`src/rtl/adc5g_gc2bin_pipe_pkg.sv`:
```
// Shared constants and stage-range helpers for the ADC5G Gray-to-binary capture pipe.
package adc5g_pkg;

  localparam int unsigned DATA_WIDTH_DFLT = 8;

  localparam logic [1:0] MODE_BYPASS = 2'b00;
  localparam logic [1:0] MODE_OFFSET = 2'b01;
  localparam logic [1:0] MODE_TWOS   = 2'b10;

  function automatic int ceil_div(input int a, input int b);
    return (a + b - 1) / b;
  endfunction

  // MSB of the bit slice resolved by stage s; negative means the stage has nothing left.
  function automatic int stage_hi(input int dw, input int ps, input int s);
    return dw - 1 - s * ceil_div(dw, ps);
  endfunction

  function automatic int stage_lo(input int dw, input int ps, input int s);
    int lo;
    lo = dw - (s + 1) * ceil_div(dw, ps);
    return (lo < 0) ? 0 : lo;
  endfunction

endpackage

```
`src/rtl/adc5g_gc2bin_pipe_if.sv`:
```
// Sample/control bundle between the demux capture registers and the converter.
interface adc5g_gc2bin_pipe_if #(
  parameter int unsigned DATA_WIDTH = 8,
  parameter int unsigned NUM_CH     = 4,
  parameter int unsigned CNT_WIDTH  = 16
);
  logic [1:0]                     mode;
  logic                           din_valid;
  logic [NUM_CH*DATA_WIDTH-1:0]   din;
  logic                           clr_cnt;
  logic                           dout_valid;
  logic [NUM_CH*DATA_WIDTH-1:0]   dout;
  logic [NUM_CH-1:0]              ovr_flag;
  logic [NUM_CH*CNT_WIDTH-1:0]    ovr_cnt;
  logic                           ovr_sticky;

  modport master (
    output mode, din_valid, din, clr_cnt,
    input  dout_valid, dout, ovr_flag, ovr_cnt, ovr_sticky
  );

  modport slave (
    input  mode, din_valid, din, clr_cnt,
    output dout_valid, dout, ovr_flag, ovr_cnt, ovr_sticky
  );
endinterface

```
`src/rtl/adc5g_gc2bin_pipe_lane.sv`:
```
// One channel: staged Gray decode, output format register and over-range flag/counter.
module adc5g_gc2bin_lane
  import adc5g_pkg::*;
#(
  parameter int unsigned DATA_WIDTH  = DATA_WIDTH_DFLT,
  parameter int unsigned PIPE_STAGES = 2,
  parameter int unsigned CNT_WIDTH   = 16
) (
  input  logic                  clk,
  input  logic                  rst,
  input  logic [DATA_WIDTH-1:0] gc_i,
  input  logic                  vld_i,
  input  logic [1:0]            mode_i,
  input  logic                  clr_i,
  output logic [DATA_WIDTH-1:0] dout_o,
  output logic                  flag_o,
  output logic                  hit_o,
  output logic [CNT_WIDTH-1:0]  cnt_o
);

  for (genvar s = 0; s < int'(PIPE_STAGES); s++) begin : g_stage
    localparam int HI = stage_hi(int'(DATA_WIDTH), int'(PIPE_STAGES), s);
    localparam int LO = stage_lo(int'(DATA_WIDTH), int'(PIPE_STAGES), s);

    logic [DATA_WIDTH-1:0] g_in, b_in, b_d, g_q, b_q;
    logic                  p_in, par;

    if (s == 0) begin : g_first
      assign g_in = gc_i;
      assign b_in = '0;
      assign p_in = 1'b0;
    end else begin : g_next
      // Running parity is the lowest bit the previous stage resolved.
      localparam int PLO = stage_lo(int'(DATA_WIDTH), int'(PIPE_STAGES), s - 1);
      assign g_in = g_stage[s-1].g_q;
      assign b_in = g_stage[s-1].b_q;
      assign p_in = g_stage[s-1].b_q[PLO];
    end

    always_comb begin
      b_d = b_in;
      par = p_in;
      for (int unsigned j = 0; j < DATA_WIDTH; j++) begin
        if (int'(DATA_WIDTH - 1 - j) <= HI && int'(DATA_WIDTH - 1 - j) >= LO) begin
          par = par ^ g_in[DATA_WIDTH-1-j];
          b_d[DATA_WIDTH-1-j] = par;
        end
      end
    end

    always_ff @(posedge clk or posedge rst) begin
      if (rst) begin
        g_q <= '0;
        b_q <= '0;
      end else begin
        g_q <= g_in;
        b_q <= b_d;
      end
    end
  end

  logic [DATA_WIDTH-1:0] g_last, b_last, pre, dout_d, dout_q;
  logic                  flag_d, flag_q;
  logic [CNT_WIDTH-1:0]  cnt_d, cnt_q;

  assign g_last = g_stage[PIPE_STAGES-1].g_q;
  assign b_last = g_stage[PIPE_STAGES-1].b_q;

  always_comb begin
    pre    = (mode_i == MODE_BYPASS) ? g_last : b_last;
    dout_d = b_last;
    unique case (mode_i)
      MODE_BYPASS: dout_d = g_last;
      MODE_TWOS:   dout_d = {~b_last[DATA_WIDTH-1], b_last[DATA_WIDTH-2:0]};
      default:     dout_d = b_last;
    endcase
    flag_d = vld_i && ((pre == '0) || (pre == '1));
    cnt_d  = cnt_q;
    if (clr_i) begin
      cnt_d = '0;
    end else if (flag_d && (cnt_q != '1)) begin
      cnt_d = cnt_q + 1'b1;
    end
  end

  always_ff @(posedge clk or posedge rst) begin
    if (rst) begin
      dout_q <= '0;
      flag_q <= 1'b0;
      cnt_q  <= '0;
    end else begin
      dout_q <= dout_d;
      flag_q <= flag_d;
      cnt_q  <= cnt_d;
    end
  end

  assign dout_o = dout_q;
  assign flag_o = flag_q;
  assign hit_o  = flag_d;
  assign cnt_o  = cnt_q;

endmodule

```
`src/rtl/adc5g_gc2bin_pipe.sv`:
```
// Multi-channel pipelined Gray-to-binary converter: shared valid/mode pipe, lanes, sticky flag.
module adc5g_gc2bin_pipe
  import adc5g_pkg::*;
#(
  parameter int unsigned DATA_WIDTH  = DATA_WIDTH_DFLT,
  parameter int unsigned NUM_CH      = 4,
  parameter int unsigned PIPE_STAGES = 2,
  parameter int unsigned CNT_WIDTH   = 16
) (
  input logic               clk,
  input logic               rst,
  adc5g_gc2bin_pipe_if.slave bus
);

  logic [PIPE_STAGES-1:0] vld_d, vld_q;
  logic [1:0]             mode_d [PIPE_STAGES];
  logic [1:0]             mode_q [PIPE_STAGES];
  logic                   dout_valid_q;
  logic                   ev_d, ev_q, sticky_d, sticky_q;

  always_comb begin
    vld_d[0]  = bus.din_valid;
    mode_d[0] = bus.mode;
    for (int unsigned s = 1; s < PIPE_STAGES; s++) begin
      vld_d[s]  = vld_q[s-1];
      mode_d[s] = mode_q[s-1];
    end
  end

  logic [DATA_WIDTH-1:0] lane_dout [NUM_CH];
  logic [CNT_WIDTH-1:0]  lane_cnt  [NUM_CH];
  logic [NUM_CH-1:0]     lane_flag, lane_hit;

  for (genvar c = 0; c < int'(NUM_CH); c++) begin : g_lane
    adc5g_gc2bin_lane #(
      .DATA_WIDTH (DATA_WIDTH),
      .PIPE_STAGES(PIPE_STAGES),
      .CNT_WIDTH  (CNT_WIDTH)
    ) u_lane (
      .clk   (clk),
      .rst   (rst),
      .gc_i  (bus.din[c*DATA_WIDTH +: DATA_WIDTH]),
      .vld_i (vld_q[PIPE_STAGES-1]),
      .mode_i(mode_q[PIPE_STAGES-1]),
      .clr_i (bus.clr_cnt),
      .dout_o(lane_dout[c]),
      .flag_o(lane_flag[c]),
      .hit_o (lane_hit[c]),
      .cnt_o (lane_cnt[c])
    );
  end

  // Sticky follows the flag one cycle later; a flag cleared on arrival must not set it.
  always_comb begin
    ev_d     = (|lane_hit) && !bus.clr_cnt;
    sticky_d = bus.clr_cnt ? 1'b0 : (sticky_q | ev_q);
  end

  always_ff @(posedge clk or posedge rst) begin
    if (rst) begin
      vld_q        <= '0;
      dout_valid_q <= 1'b0;
      ev_q         <= 1'b0;
      sticky_q     <= 1'b0;
      for (int unsigned s = 0; s < PIPE_STAGES; s++) mode_q[s] <= '0;
    end else begin
      vld_q        <= vld_d;
      dout_valid_q <= vld_q[PIPE_STAGES-1];
      ev_q         <= ev_d;
      sticky_q     <= sticky_d;
      for (int unsigned s = 0; s < PIPE_STAGES; s++) mode_q[s] <= mode_d[s];
    end
  end

  logic [NUM_CH*DATA_WIDTH-1:0] dout_w;
  logic [NUM_CH*CNT_WIDTH-1:0]  cnt_w;

  always_comb begin
    dout_w = '0;
    cnt_w  = '0;
    for (int unsigned c = 0; c < NUM_CH; c++) begin
      dout_w[c*DATA_WIDTH +: DATA_WIDTH] = lane_dout[c];
      cnt_w[c*CNT_WIDTH +: CNT_WIDTH]    = lane_cnt[c];
    end
  end

  assign bus.dout_valid = dout_valid_q;
  assign bus.dout       = dout_w;
  assign bus.ovr_flag   = lane_flag;
  assign bus.ovr_cnt    = cnt_w;
  assign bus.ovr_sticky = sticky_q;

endmodule

```
`src/flat_wrapper.sv`:
```
// flat-port wrapper written by rule: the top's interface ports become plain ports
module adc5g_gc2bin_pipe_flat import adc5g_pkg::*;
#(
  parameter int unsigned DATA_WIDTH  = DATA_WIDTH_DFLT,
  parameter int unsigned NUM_CH      = 4,
  parameter int unsigned PIPE_STAGES = 2,
  parameter int unsigned CNT_WIDTH   = 16
)
  (clk, rst, bus_mode, bus_din_valid, bus_din, bus_clr_cnt, bus_dout_valid, bus_dout, bus_ovr_flag, bus_ovr_cnt, bus_ovr_sticky);
  adc5g_gc2bin_pipe_if #(.DATA_WIDTH(DATA_WIDTH), .NUM_CH(NUM_CH), .CNT_WIDTH(CNT_WIDTH)) bus_i ();
  input logic clk;
  input logic rst;
  input wire logic [$bits(bus_i.mode)-1:0] bus_mode;
  input wire logic [$bits(bus_i.din_valid)-1:0] bus_din_valid;
  input wire logic [$bits(bus_i.din)-1:0] bus_din;
  input wire logic [$bits(bus_i.clr_cnt)-1:0] bus_clr_cnt;
  output wire logic [$bits(bus_i.dout_valid)-1:0] bus_dout_valid;
  output wire logic [$bits(bus_i.dout)-1:0] bus_dout;
  output wire logic [$bits(bus_i.ovr_flag)-1:0] bus_ovr_flag;
  output wire logic [$bits(bus_i.ovr_cnt)-1:0] bus_ovr_cnt;
  output wire logic [$bits(bus_i.ovr_sticky)-1:0] bus_ovr_sticky;
  assign bus_i.mode = bus_mode;
  assign bus_i.din_valid = bus_din_valid;
  assign bus_i.din = bus_din;
  assign bus_i.clr_cnt = bus_clr_cnt;
  assign bus_dout_valid = bus_i.dout_valid;
  assign bus_dout = bus_i.dout;
  assign bus_ovr_flag = bus_i.ovr_flag;
  assign bus_ovr_cnt = bus_i.ovr_cnt;
  assign bus_ovr_sticky = bus_i.ovr_sticky;
  adc5g_gc2bin_pipe #(.DATA_WIDTH(DATA_WIDTH), .NUM_CH(NUM_CH), .PIPE_STAGES(PIPE_STAGES), .CNT_WIDTH(CNT_WIDTH)) u_core (.clk(clk), .rst(rst), .bus(bus_i));
endmodule
```
`config.mk`:
```
export PLATFORM = sky130hd
export DESIGN_NAME = adc5g_gc2bin_pipe_flat
export DESIGN_NICKNAME = d
export VERILOG_FILES = /design/src/rtl/adc5g_gc2bin_pipe_pkg.sv /design/src/rtl/adc5g_gc2bin_pipe_if.sv /design/src/rtl/adc5g_gc2bin_pipe_lane.sv /design/src/rtl/adc5g_gc2bin_pipe.sv /design/src/flat_wrapper.sv
export SDC_FILE = /design/constraint.sdc
export NUM_CORES = 1
export LEC_CHECK = 0
export CAP_MARGIN = 20
export CORE_MARGIN = 2
export CORE_UTILIZATION = 52
export CTS_CLUSTER_DIAMETER = 30
export CTS_CLUSTER_SIZE = 25
export DETAILED_ROUTE_END_ITERATION = 6
export HOLD_SLACK_MARGIN = 0.02
export PLACE_DENSITY_LB_ADDON = 0.05
export SKIP_CTS_REPAIR_TIMING = 1
export SYNTH_ARGS = -nofsm -noshare
export SYNTH_HDL_FRONTEND = slang
export SYNTH_SLANG_ARGS = --single-unit
```
`constraint.sdc`:
```
create_clock -name clk -period 10.8 [get_ports clk]
set_input_delay 2.7 -clock clk [delete_from_list [all_inputs] [get_ports clk]]
set_output_delay 2.7 -clock clk [all_outputs]
set_load 0.02 [all_outputs]
```
After elaboration in Yosys (flattened, before gate mapping)
Cells that the tools add are included.
{"block": "word_totals", "regBits": 221, "latchBits": 0, "ramBits": 0, "rom_bits": 0, "input_bits": 38, "out_inout_bits": 102, "n_memories": 0}
{"block": "classes", "add_sub_neg": 4, "multipliers": 0, "div_mod_pow": 0, "order_cmp": 0, "n_eq_ne": 9, "shift": 0, "n_mux": 17, "n_bitwise": 33, "n_reduce_logical": 24}
{"cell": "two-way mux 16 bit", "count": 8}
{"cell": "adder 16 x 1 -> 16 bit (second input constant)", "count": 4}
{"cell": "!= test 16 bit (second input constant)", "count": 4}
{"cell": "case mux 8 bit (2 select lines)", "count": 4}
{"cell": "== test 8 bit (second input constant)", "count": 4}
{"cell": "zero test 8 bit", "count": 4}
{"cell": "two-way mux 8 bit", "count": 4}
{"cell": "bitwise XOR 1 bit", "count": 28}
{"cell": "logical AND 1 bit", "count": 9}
{"cell": "nonzero test 2 bit", "count": 4}
{"cell": "logical OR 1 bit", "count": 4}
{"cell": "inverter 1 bit", "count": 4}
{"cell": "OR reduction 4 bit", "count": 1}
{"cell": "== test 2 bit (second input constant)", "count": 1}
{"cell": "zero test 2 bit", "count": 1}
{"cell": "zero test 1 bit", "count": 1}
{"cell": "two-way mux 1 bit", "count": 1}
{"cell": "bitwise OR 1 bit", "count": 1}

Logic depth before layout (Yosys ltp)
{"block": "logic_depth", "ltp_word": 8, "depth_mapped": 9, "depth_no_buf": 7}

By module
From an unflattened synthesis, not the netlist that was laid out.
{"block": "unflattened", "hier_cells": 681, "area_unflattened_um2": 8523.2}
{"mod": "adc5g_gc2bin_lane at u_core.g_lane[1].u_lane ...", "instances": 3, "cells_per_inst": 167, "area_each_um2": 2075.7}
{"mod": "adc5g_gc2bin_lane at u_core.g_lane[0].u_lane", "instances": 1, "cells_per_inst": 166, "area_each_um2": 2049.5}
{"mod": "adc5g_gc2bin_pipe", "instances": 1, "cells_per_inst": 14, "area_each_um2": 246.5}

Least setup slack after synthesis
Ideal clock, no wire load.
{"block": "synth_path", "path_type": "in2reg", "startpoint": "input port bus_clr_cnt", "endpoint": "register u_core.g_lane[0].u_lane.cnt_q[12]", "setup_time_ps": 132, "t_arrival_ps": 3489, "required_ps": 10668, "slack_ps": 7179, "path_stages": 4, "path_buffers": 3, "cell_sequence": "buf_2 > clkbuf_1 > clkbuf_1 > nor2_1"}
{"block": "synth_between", "elab_chain_len": 1}
{"element": "start, declared", "line": "flat_wrapper.sv:16", "rtl": "input wire logic [$bits(bus_i.clr_cnt)-1:0] bus_clr_cnt;"}
{"element": "two-way mux 16 bit / nonzero test 2 bit (equally long branches)"}
{"element": "end signal, assigned", "line": "adc5g_gc2bin_pipe_lane.sv:94", "rtl": "cnt_q <= cnt_d;"}
{"element": "end, declared", "line": "adc5g_gc2bin_pipe_lane.sv:64", "rtl": "logic [CNT_WIDTH-1:0] cnt_d, cnt_q;"}
Parallel ways exist; a longest one is shown, timed or not.
A chain may end at the register's enable or synchronous reset.

Final worst setup path
{"block": "layout_path", "startpoint": "register u_core.g_lane[2].u_lane.cnt_q[10]", "endpoint": "output port bus_ovr_cnt[42]"}
{"element": "start, declared", "line": "adc5g_gc2bin_pipe_lane.sv:64"}
{"element": "start signal, assigned", "line": "adc5g_gc2bin_pipe_lane.sv:94"}
{"element": "end, declared", "line": "flat_wrapper.sv:20", "rtl": "output wire logic [$bits(bus_i.ovr_cnt)-1:0] bus_ovr_cnt;"}
No word-level cell between the ends.

==> flow_summary_export.csv <==
group,metric,value,unit
route,viasPerCell,5.42,
cells_and_area,fillers,1108,
synth,syn_avg_cell_area,11.3,um^2
power_and_ir_drop,clkPwrFrac,52.5,%
critical_path,path_delay_family,"buffers and inverters",
run_status,run_status,"completed",
global_route,grt_pass1_wl,30800,um
timing,timing.final.ws_setup,6.44,ns
route,drc,0,
placement,place_inst,1072,
timing,rsz0062_at_grt,"no",
route,wl_per_cell,15.8,um
cells_and_area,multi_input_area,0.00289,mm^2
timing,fin_worst_skew,0.0166,ns
cells_and_area,layout_commonest_cell,"dfrtp_1",
cts,clock_sinks,213,
power_and_ir_drop,powerDensity,210,mW/mm^2
global_route,antenna_found_initial,0,
floorplanning,die-area,0.0172,mm^2
floorplanning,die_w,131,um
global_route,grtUsageTotal,21.8,%
route,vias,6233,
global_route,grt_max_degree,142,
critical_path,critPathLaunchType,"flip-flop",
critical_path,cp_slowest_cell,"clkdlybuf4s50_1",
power_and_ir_drop,combPwrFrac,8.9,%
critical_path,worstSetupEndpointType,"output port",
timing,min_period,4.36,ns
synth,yosysUniqueCellTypes,47,
global_route,grt_pass1_vias,6309,
cts,clock_latency,0.51,ns
cells_and_area,seq_area,0.00533,mm^2
critical_path,path_max_fanout,8,
cts,cts_tree,"yes",
global_route,grt_overflow,0,
route,drtIter0Drc,552,
job,cap_violations,0,
critical_path,worst-endpoint-arrival,1.66,ns
cts,clk_root_buffer_cell,"clkbuf_16",
placement,dp_hpwl,12200,um
timing,max_freq,230,MHz
floorplanning,die_h,131,um
synth,netlist_instances,742,
route,antenna_left,0,
synth,yosysWarningCount,0,
power_and_ir_drop,p_sw,575,uW
synth,synth_fp_nets,784,
timing,max_slew_margin,37.3,%
cts,numCtsBuffers,42,
power_and_ir_drop,internal-power,1810,uW
power_and_ir_drop,p_total,2390,uW
critical_path,crit_required,8.10,ns
timing,slew_violations,0,
placement,finalWeightedCongestion,0.848,
critical_path,critical_path_class,"reg2out",
timing,finalSetupTns,0,ns
synth,synthesis.area,0.00841,mm^2
cts,ctsLongestPathBuffers,3,
power_and_ir_drop,peakVddDrop,0.146,mV
timing,finalHoldViolCount,0,
cells_and_area,area_growth,35.5,%
critical_path,reg2reg_depth,6,
cells_and_area,drive_gt1_share,11.3,%
cts,ctsHtreeMaxLevel,2,
placement,io_buffers,139,
hold_path,min_path_type,"reg2reg",
critical_path,max_stage_delay,0.66,ns
cells_and_area,diodes,0,
critical_path,worstPathCellList,"clkdlybuf4s50_1",
synth,yosys_register_bits,213,
placement,dpl_worst_slack,5.95,ns
cells_and_area,stdcell_count,1150,
route,first_pass_iters,5,
critical_path,path_depth,1,
hold_path,hold_path_depth,0,
floorplanning,initial_core_util,53.1,%
floorplanning,core_area,0.0158,mm^2
cells_and_area,nNetsFinal,944,
power_and_ir_drop,power.leakage,0.00486,uW
critical_path,cp.buffers_inverters,1,
power_and_ir_drop,p_sw_share,24.1,%
floorplanning,row_count,46,
cells_and_area,mostFrequentLayoutCells,"213 x dfrtp_1, 138 x clkdlybuf4s50_1, 113 x nand2_1",
timing,worst_slew_pin_slew,0.941,ns
synth,ys_seq_area_share,63.4,%
route,wirelength,18200,um
power_and_ir_drop,seqPwrFrac,38.6,%
timing,finalSetupViolCount,0,
cts,clk_pin_slew_worst_paths,0.05,ns
floorplanning,ios,140,
timing,finalCritPeriodShare,40.3,%
[layout make-up]
class,count,share of cell area (%)
flip-flops and latches,213,46.8
multi-input cells,485,25.4
repair buffers,144,12.5
clock buffers,52,9.99
clock inverters,24,2.42
well taps,216,2.37
inverters,16,0.593
[synthesized netlist by cell type (all sizes together)]
library cell | n | area share, %
buf | 12 | 0.80
inv | 16 | 0.71
a21o | 2 | 0.18
nor4b | 4 | 0.42
a21boi | 2 | 0.31
a211oi | 6 | 0.54
and4b | 1 | 0.12
or2 | 2 | 0.15
nor3b | 5 | 0.45
o31ai | 8 | 0.71
o21bai | 1 | 0.089
a21oi | 26 | 1.5
xor2 | 22 | 2.3
xnor2 | 31 | 3.2
nand2 | 113 | 5.0
or4b | 1 | 0.12
nor3 | 10 | 0.65
o211ai | 6 | 0.54
nand4 | 43 | 3.3
nor2b | 20 | 1.5
nand3 | 18 | 1.1
or4 | 18 | 1.6
a2111oi | 1 | 0.10
mux2i | 2 | 0.24
ha | 4 | 0.60
a41o | 1 | 0.12
and4 | 1 | 0.10
mux2 | 17 | 2.3
nand4b | 2 | 0.21
o21ai | 7 | 0.42
nand2b | 4 | 0.30
nor4 | 14 | 1.0
nor2 | 68 | 3.0
a211o | 1 | 0.10
dfrtp | 213 | 63
a31o | 4 | 0.42
clkbuf | 16 | 0.74
and2 | 4 | 0.30
or3 | 5 | 0.37
and3 | 11 | 0.82
[power groups by stage]
| stage | sequential, uW | combinational [uW] | clock [uW] |
|---|---|---|---|
| global placement | 929 | 209 | 0 |
| floorplan | 954 | 87.5 | 0 |
| CTS | 921 | 216 | 1280 |
| finish | 922 | 212 | 1260 |
| global route | 929 | 232 | 1320 |
| detailed placement | 933 | 214 | 0 |
[logic make-up (layout without fill, tap and decap cells)]
kind of cell | Yosys count | after routing | share of synthesized area, %
AOI/OAI and AO/OA | 65 | 65 | 5.07
DFF | 213 | 213 | 63.4
muxes | 19 | 19 | 2.51
and+or+nand+nor | 344 | 344 | 20.6
adders and majority gates | 4 | 4 | 0.595
xor gates and xnor gates | 53 | 53 | 5.52
buffers and inverters | 44 | 236 | 2.26
[final timing paths]
kind                                                            from                                 to  slack (ns)
setup / recovery                   u_core.g_lane[2].u_lane.cnt_o[10]                    bus_ovr_cnt[42]        6.44
hold / removal             u_core.g_lane[0].u_lane.g_stage[0].b_q[6]  u_core.g_lane[0].u_lane.b_last[6]        0.34
setup reg to reg                                     u_core.vld_q[1]  u_core.g_lane[3].u_lane.cnt_o[12]        7.57
hold reg to reg            u_core.g_lane[0].u_lane.g_stage[0].b_q[6]  u_core.g_lane[0].u_lane.b_last[6]        0.34
max in group asynchronous                                        rst  u_core.g_lane[1].u_lane.b_last[7]        6.58
min in group asynchronous                                        rst  u_core.g_lane[2].u_lane.dout_o[2]        2.79
[metal layers]
| metal | GRT usage, % | up-vias | part of all wire [%] |
|---|---|---|---|
| met4 | 9.66 | 0 | 3.3 |
| met5 | 0 | - | 0 |
| li1 | - | 2910 | - |
| met1 | 27.2 | 3055 | 41 |
| met3 | 5.02 | 51 | 4.9 |
| met2 | 36.7 | 217 | 51 |
[flip-flops by register name, indices dropped and copies added (netlist names)]
name and cells:
u_core.g_lane.u_lane.flag_o 4, u_core.g_lane.u_lane.cnt_o 64, u_core.mode_d 2, u_core.g_lane.u_lane.dout_o 32
u_core.bus.ovr_sticky 1, u_core.mode_q 2, u_core.vld_q 2, u_core.g_lane.u_lane.b_last 32
u_core.bus.dout_valid 1, u_core.g_lane.u_lane.g_stage.b_q 16, u_core.g_lane.u_lane.g_last 28, u_core.g_lane.u_lane.g_stage.g_q 28
u_core.ev_q 1
[metrics by stage]
| step | hold WS, ns | instance area, um^2 | utilization [%] |
|---|---|---|---|
| 2_1_floorplan | 0.331 | 8410 | - |
| 6_report | 0.344 | 11400 | 72.0 |
| 3_3_place_gp | 0.332 | 9970 | 63.0 |
| 3_5_place_dp | 0.335 | 9970 | 63.0 |
| 4_1_cts | 0.346 | 11400 | 71.9 |
| 5_1_grt | 0.349 | 11400 | 72.0 |
(Power assumes the default switching activity.)
